==> src/rtl/mem_port_arbiter.sv <==
// Single-port memory arbiter: grants the fetch or load/store requester, drives the
// memory strobe, waits the fixed read latency and returns data/ack to the owner.
module mem_port_arbiter #(
  parameter int ADDR_W  = 64,
  parameter int DATA_W  = 64,
  parameter int MEM_LAT = 2
) (
  input  logic              clk,
  input  logic              reset,
  input  logic              if_req,
  input  logic [ADDR_W-1:0] if_addr,
  output logic              if_gnt,
  output logic              if_valid,
  output logic [DATA_W-1:0] if_rdata,
  input  logic              d_req,
  input  logic              d_we,
  input  logic [ADDR_W-1:0] d_addr,
  input  logic [DATA_W-1:0] d_wdata,
  output logic              d_gnt,
  output logic              d_valid,
  output logic [DATA_W-1:0] d_rdata,
  output logic              mem_en,
  output logic              mem_we,
  output logic [ADDR_W-1:0] mem_addr,
  output logic [DATA_W-1:0] mem_wdata,
  input  logic [DATA_W-1:0] mem_rdata,
  output logic              busy
);

  localparam int LAT_W = $clog2(MEM_LAT + 1);
  localparam logic [LAT_W-1:0] LAT_LAST = LAT_W'(MEM_LAT);
  localparam logic PORT_IF = 1'b0;
  localparam logic PORT_D  = 1'b1;

  typedef enum logic {IDLE, WAIT} state_t;

  state_t           state_reg, state_next;
  logic             owner_reg, owner_next;
  logic             owner_we_reg, owner_we_next;
  logic             last_reg, last_next;
  logic [LAT_W-1:0] lat_cnt_reg, lat_cnt_next;

  logic grant_any;
  logic grant_port;
  logic done_pulse;

  // Grant decision is combinational on the request lines while idle.
  always_comb begin
    grant_any  = 1'b0;
    grant_port = PORT_IF;
    if (!reset && state_reg == IDLE) begin
      if (if_req && d_req) begin
        grant_any  = 1'b1;
        grant_port = ~last_reg;
      end else if (d_req) begin
        grant_any  = 1'b1;
        grant_port = PORT_D;
      end else if (if_req) begin
        grant_any  = 1'b1;
        grant_port = PORT_IF;
      end
    end
  end

  always_ff @(posedge clk) begin
    if (reset) begin
      state_reg    <= IDLE;
      owner_reg    <= PORT_IF;
      owner_we_reg <= 1'b0;
      last_reg     <= PORT_IF;
      lat_cnt_reg  <= '0;
    end else begin
      state_reg    <= state_next;
      owner_reg    <= owner_next;
      owner_we_reg <= owner_we_next;
      last_reg     <= last_next;
      lat_cnt_reg  <= lat_cnt_next;
    end
  end

  always_comb begin
    state_next    = state_reg;
    owner_next    = owner_reg;
    owner_we_next = owner_we_reg;
    last_next     = last_reg;
    lat_cnt_next  = lat_cnt_reg;
    case (state_reg)
      IDLE: begin
        if (grant_any) begin
          state_next    = WAIT;
          owner_next    = grant_port;
          last_next     = grant_port;
          owner_we_next = (grant_port == PORT_D) ? d_we : 1'b0;
          lat_cnt_next  = LAT_W'(1);
        end
      end
      WAIT: begin
        if (lat_cnt_reg == LAT_LAST) begin
          state_next   = IDLE;
          lat_cnt_next = '0;
        end else begin
          lat_cnt_next = lat_cnt_reg + LAT_W'(1);
        end
      end
      default: state_next = IDLE;
    endcase
  end

  assign done_pulse = !reset && (state_reg == WAIT) && (lat_cnt_reg == LAT_LAST);

  always_comb begin
    mem_en    = grant_any;
    mem_we    = 1'b0;
    mem_addr  = '0;
    mem_wdata = '0;
    busy      = !reset && (state_reg == WAIT);
    if (grant_any) begin
      if (grant_port == PORT_D) begin
        mem_we    = d_we;
        mem_addr  = d_addr;
        mem_wdata = d_wdata;
      end else begin
        mem_addr  = if_addr;
      end
    end
  end

  // Per-port handshake outputs; index 0 is fetch, index 1 is load/store.
  logic              gnt_vec   [2];
  logic              valid_vec [2];
  logic [DATA_W-1:0] rdata_vec [2];

  generate
    for (genvar gi = 0; gi < 2; gi++) begin : g_port
      localparam logic PORT_ID = (gi == 0) ? PORT_IF : PORT_D;
      assign gnt_vec[gi]   = grant_any && (grant_port == PORT_ID);
      assign valid_vec[gi] = done_pulse && (owner_reg == PORT_ID);
      assign rdata_vec[gi] = (valid_vec[gi] && !owner_we_reg) ? mem_rdata : '0;
    end
  endgenerate

  assign if_gnt   = gnt_vec[0];
  assign if_valid = valid_vec[0];
  assign if_rdata = rdata_vec[0];
  assign d_gnt    = gnt_vec[1];
  assign d_valid  = valid_vec[1];
  assign d_rdata  = rdata_vec[1];

endmodule

==> config.mk <==
export PLATFORM = sky130hd
export DESIGN_NAME = mem_port_arbiter
export DESIGN_NICKNAME = d
export VERILOG_FILES = /design/src/rtl/mem_port_arbiter.sv
export SDC_FILE = /design/constraint.sdc
export NUM_CORES = 1
export LEC_CHECK = 0
export ABC_AREA = 1
export CELL_PAD_IN_SITES_DETAIL_PLACEMENT = 0
export CELL_PAD_IN_SITES_GLOBAL_PLACEMENT = 1
export CORE_AREA = 2 2 204 206
export DETAILED_ROUTE_END_ITERATION = 6
export DIE_AREA = 0 0 206 208
export PLACE_DENSITY_LB_ADDON = 0.08
export SLEW_MARGIN = 20
export SYNTH_ARGS = -nofsm -noshare
export SYNTH_HDL_FRONTEND = slang
export SYNTH_SLANG_ARGS = --single-unit
==> constraint.sdc <==
create_clock -name clk -period 3.05 [get_ports clk]
set_input_delay 0.915 -clock clk [delete_from_list [all_inputs] [get_ports clk]]
set_output_delay 0.915 -clock clk [all_outputs]
set_load 0.05 [all_outputs]
==> flow_summary.toml <==
[pwr]
vdd_ir_drop_max_mv = 0.125
pwr-share-seq_pct = 3.9
powerDensity_nw_per_um2 = 183
p_int_mw = 1.22
p_sw_mw = 1.04
p_leak_nw = 5.46
clkPwrFrac_pct = 9.6
comb_power_share_pct = 86.6
swShare_pct = 46.1
power_mw = 2.26

[worst_setup_path]
arrival_ns = 2.10
ff2ff_path_depth = 6
r2r_end = "owner_we_reg"
start_kind = "input pin"
crit_path_end_kind = "output port"
required_ns = 2.13
worstSetupPathType = "input pin to output port"
cp_max_fo = 8
rrSetupSlack_ns = 1.69
timing.rr.start = "state_reg"

[synthesis]
synth_compound_area_share_pct = 0.728
ys_warn_count = 0
yosys.area_share.xor_xnor_pct = 0
ys_seq_area_share_pct = 3.64
yosysTopAreaCell = "nor2_1"
synthSimpleGateAreaFrac_pct = 63.8
ys_ff_latch = 5
syn-num-nets = 867
syn_inst = 606
netlist_top_cells_area = "nor2_1 (27%), inv_1 (19%), nand2_1 (19%)"
yosysTopAreaCellShare_pct = 26.6
yosys-mux-area-fraction_pct = 0
synth_top_family_by_area = "simple AND/OR/NAND/NOR gates"
synth_fa_ha_area_share_pct = 0
synth_area_sq_um = 2750
synth_cell_types = 17
syn_area_per_cell_sq_um = 4.54

[final_layout]
drive_gt1_share_pct = 41.5
final_cells = 1676
largest_reg_flops = 2
nets = 1405
syn_to_final_growth_pct = 347

[global_route]
antenna_found_initial = 1
grt_max_degree = 36
grt_pass1_wl_mm = 40.4
grt_usage_pct = 12.7
grt_overflow = 0
grt_pass1_vias = 5907

[route]
drtPass1Iterations = 4
drt-vias-per-instance = 3.39
postRouteAntennaNets = 0
drc = 0
drtIter0Drc = 119
routed_wl_mm = 28.9
wl_per_cell_microns = 17.2
via_count = 5675

[clock_network]
worstSkewPairLatency_ns = 0.23
cts_root_buf = "clkbuf_16"
hold_buffers = 0
cts_sinks = 5
cts_tree = "built"
clk_path_buf_depth = 2
cts_htree_levels = 1
cts_buffers = 3
clkTransAtPathRegs_ns = 0.03

[timing]
setup_viol = 0
fin_skew_ns = 0.000110
finalSetupTns_ns = 0
rsz0062_at_grt = "true"
drv_slew = 0
period_needed_ns = 3.01
finalCritPeriodShare_pct = 98.8
relSlewSlack_pct = 79.0
fmax_mhz = 332
hold_violations = 0
hold_ws_ns = 0.476
tightestPinTransition_ns = 0.314

[floorplanning]
rows = 74
die_y_microns = 208
dieWidth_microns = 206
io_pins = 524
die-area_sq_um = 42800
initial_core_util_pct = 6.78
core_sq_um = 40600

[worst_hold_path]
whs_endpoint = "lat_cnt_reg[1]"
worstHoldPathCells = 1
min-delay-start = "lat_cnt_reg[1]"
hp-class = "register to register"

[placed_design]
dp.cells = 1655
io_buffers = 523
dp_hpwl_mm = 24.0
gp_congestion = 0.765

[flow_run]
cap_violations = 0

[status]
status = "completed"
==> what timing repair did <==
item / CTS / global route
buffers inserted: 3 / 4
endpoints found under the setup margin: 262 / 187
gates cloned: 8 / 1
gates resized for setup: 98 / 90
pin swaps: 13 / 6
==> critical path, cell delays in order <==
cell     delay [ns]
buf_4          0.13
inv_4          0.06
nand2_4        0.05
nor2_4         0.13
nand3_4        0.08
buf_12         0.18
buf_4          0.15
buf_12         0.14
nor2_4         0.10
buf_12         0.14
==> worst max-delay path by stage <==
stage | from | end | slack (ns) | cells past startpoint
floorplan | reset | d_rdata[10] | -0.03 | 6
global placement | if_req | mem_addr[17] | -0.44 | 8
detailed placement | if_req | mem_addr[17] | -0.42 | 8
CTS | reset | d_rdata[62] | -0.0008 | 9
global route | reset | if_rdata[63] | -0.03 | 9
finish | reset | d_rdata[23] | 0.04 | 10
==> layout make-up <==
| cell class | count | area, sq um |
|---|---|---|
| Fill cell | 4320 | 28300 |
| Timing Repair Buffer | 579 | 8690 |
| Multi-Input combinational cell | 413 | 2220 |
| Tap cell | 532 | 666 |
| Inverter | 142 | 538 |
| Sequential cell | 5 | 100 |
| Clock buffer | 4 | 78.8 |
| Antenna cell | 1 | 2.50 |
==> layout by cell type (no fill, tap or decap) <==
cell               n
a21oi_1            3
buf_12           280
buf_16             7
buf_4             27
buf_6              4
bufbuf_16          1
clkbuf_1           1
clkbuf_16          4
clkbuf_2           2
clkdlybuf4s50_1  257
dfxtp_1            5
diode_2            1
inv_1            140
inv_4              2
nand2_1          123
nand2_2           16
nand2_4            2
nand2_8            1
nand3_1            2
nand3_2            1
nand3_4            2
nand4_1           65
nor2_1            72
nor2_2           108
nor2_4            17
o21ai_0            1
==> power groups by stage <==
| stage | Clock [mW] | Sequential [mW] | Combinational, mW |
|---|---|---|---|
| final | 0.216 | 0.0870 | 1.95 |
| after global routing | 0.224 | 0.0886 | 2.05 |
| after CTS | 0.217 | 0.0868 | 1.96 |
| after detailed placement | 0 | 0.0873 | 1.88 |
| after global placement | 0 | 0.0877 | 1.88 |
| after floorplan | 0 | 0.0834 | 0.760 |
==> stage by stage <==
| step | instance area (sq um) | util (%) | setup slack, ns |
|---|---|---|---|
| floorplan | 2750 | - | -0.0324 |
| global placement | 11400 | 28.1 | -0.442 |
| detailed placement | 11400 | 28.1 | -0.424 |
| CTS | 12000 | 29.6 | -0.000810 |
| global route | 12300 | 30.3 | -0.0342 |
| finish | 12300 | 30.3 | 0.0377 |
==> per-layer routing <==
metal	vias to the layer above	track usage, %	routed length [microns]
met2	289	25.5	16100
met5	-	0	13
li1	2856	-	-
met3	10	4.81	3200
met1	2518	12.1	9270
met4	2	2.00	265
==> Yosys cell counts <==
| master | number |
|---|---|
| nand2_2 | 2 |
| o21ai_0 | 1 |
| inv_1 | 140 |
| clkbuf_1 | 3 |
| buf_6 | 18 |
| buf_4 | 1 |
| nand3_2 | 1 |
| dfxtp_1 | 5 |
| inv_2 | 2 |
| nand2_1 | 140 |
| nand4_1 | 65 |
| nand3_1 | 2 |
| buf_2 | 24 |
| a21oi_1 | 3 |
| nor2_1 | 195 |
| nor2_4 | 2 |
| nand3_4 | 2 |
==> cells by family (layout without fill, tap and decap cells) <==
logic type / Yosys count / after routing
simple gates: 409 / 409
flops: 5 / 5
compound gates: 4 / 4
other cells: 0 / 1
buf+inv: 188 / 725
(Power assumes the default switching activity.)
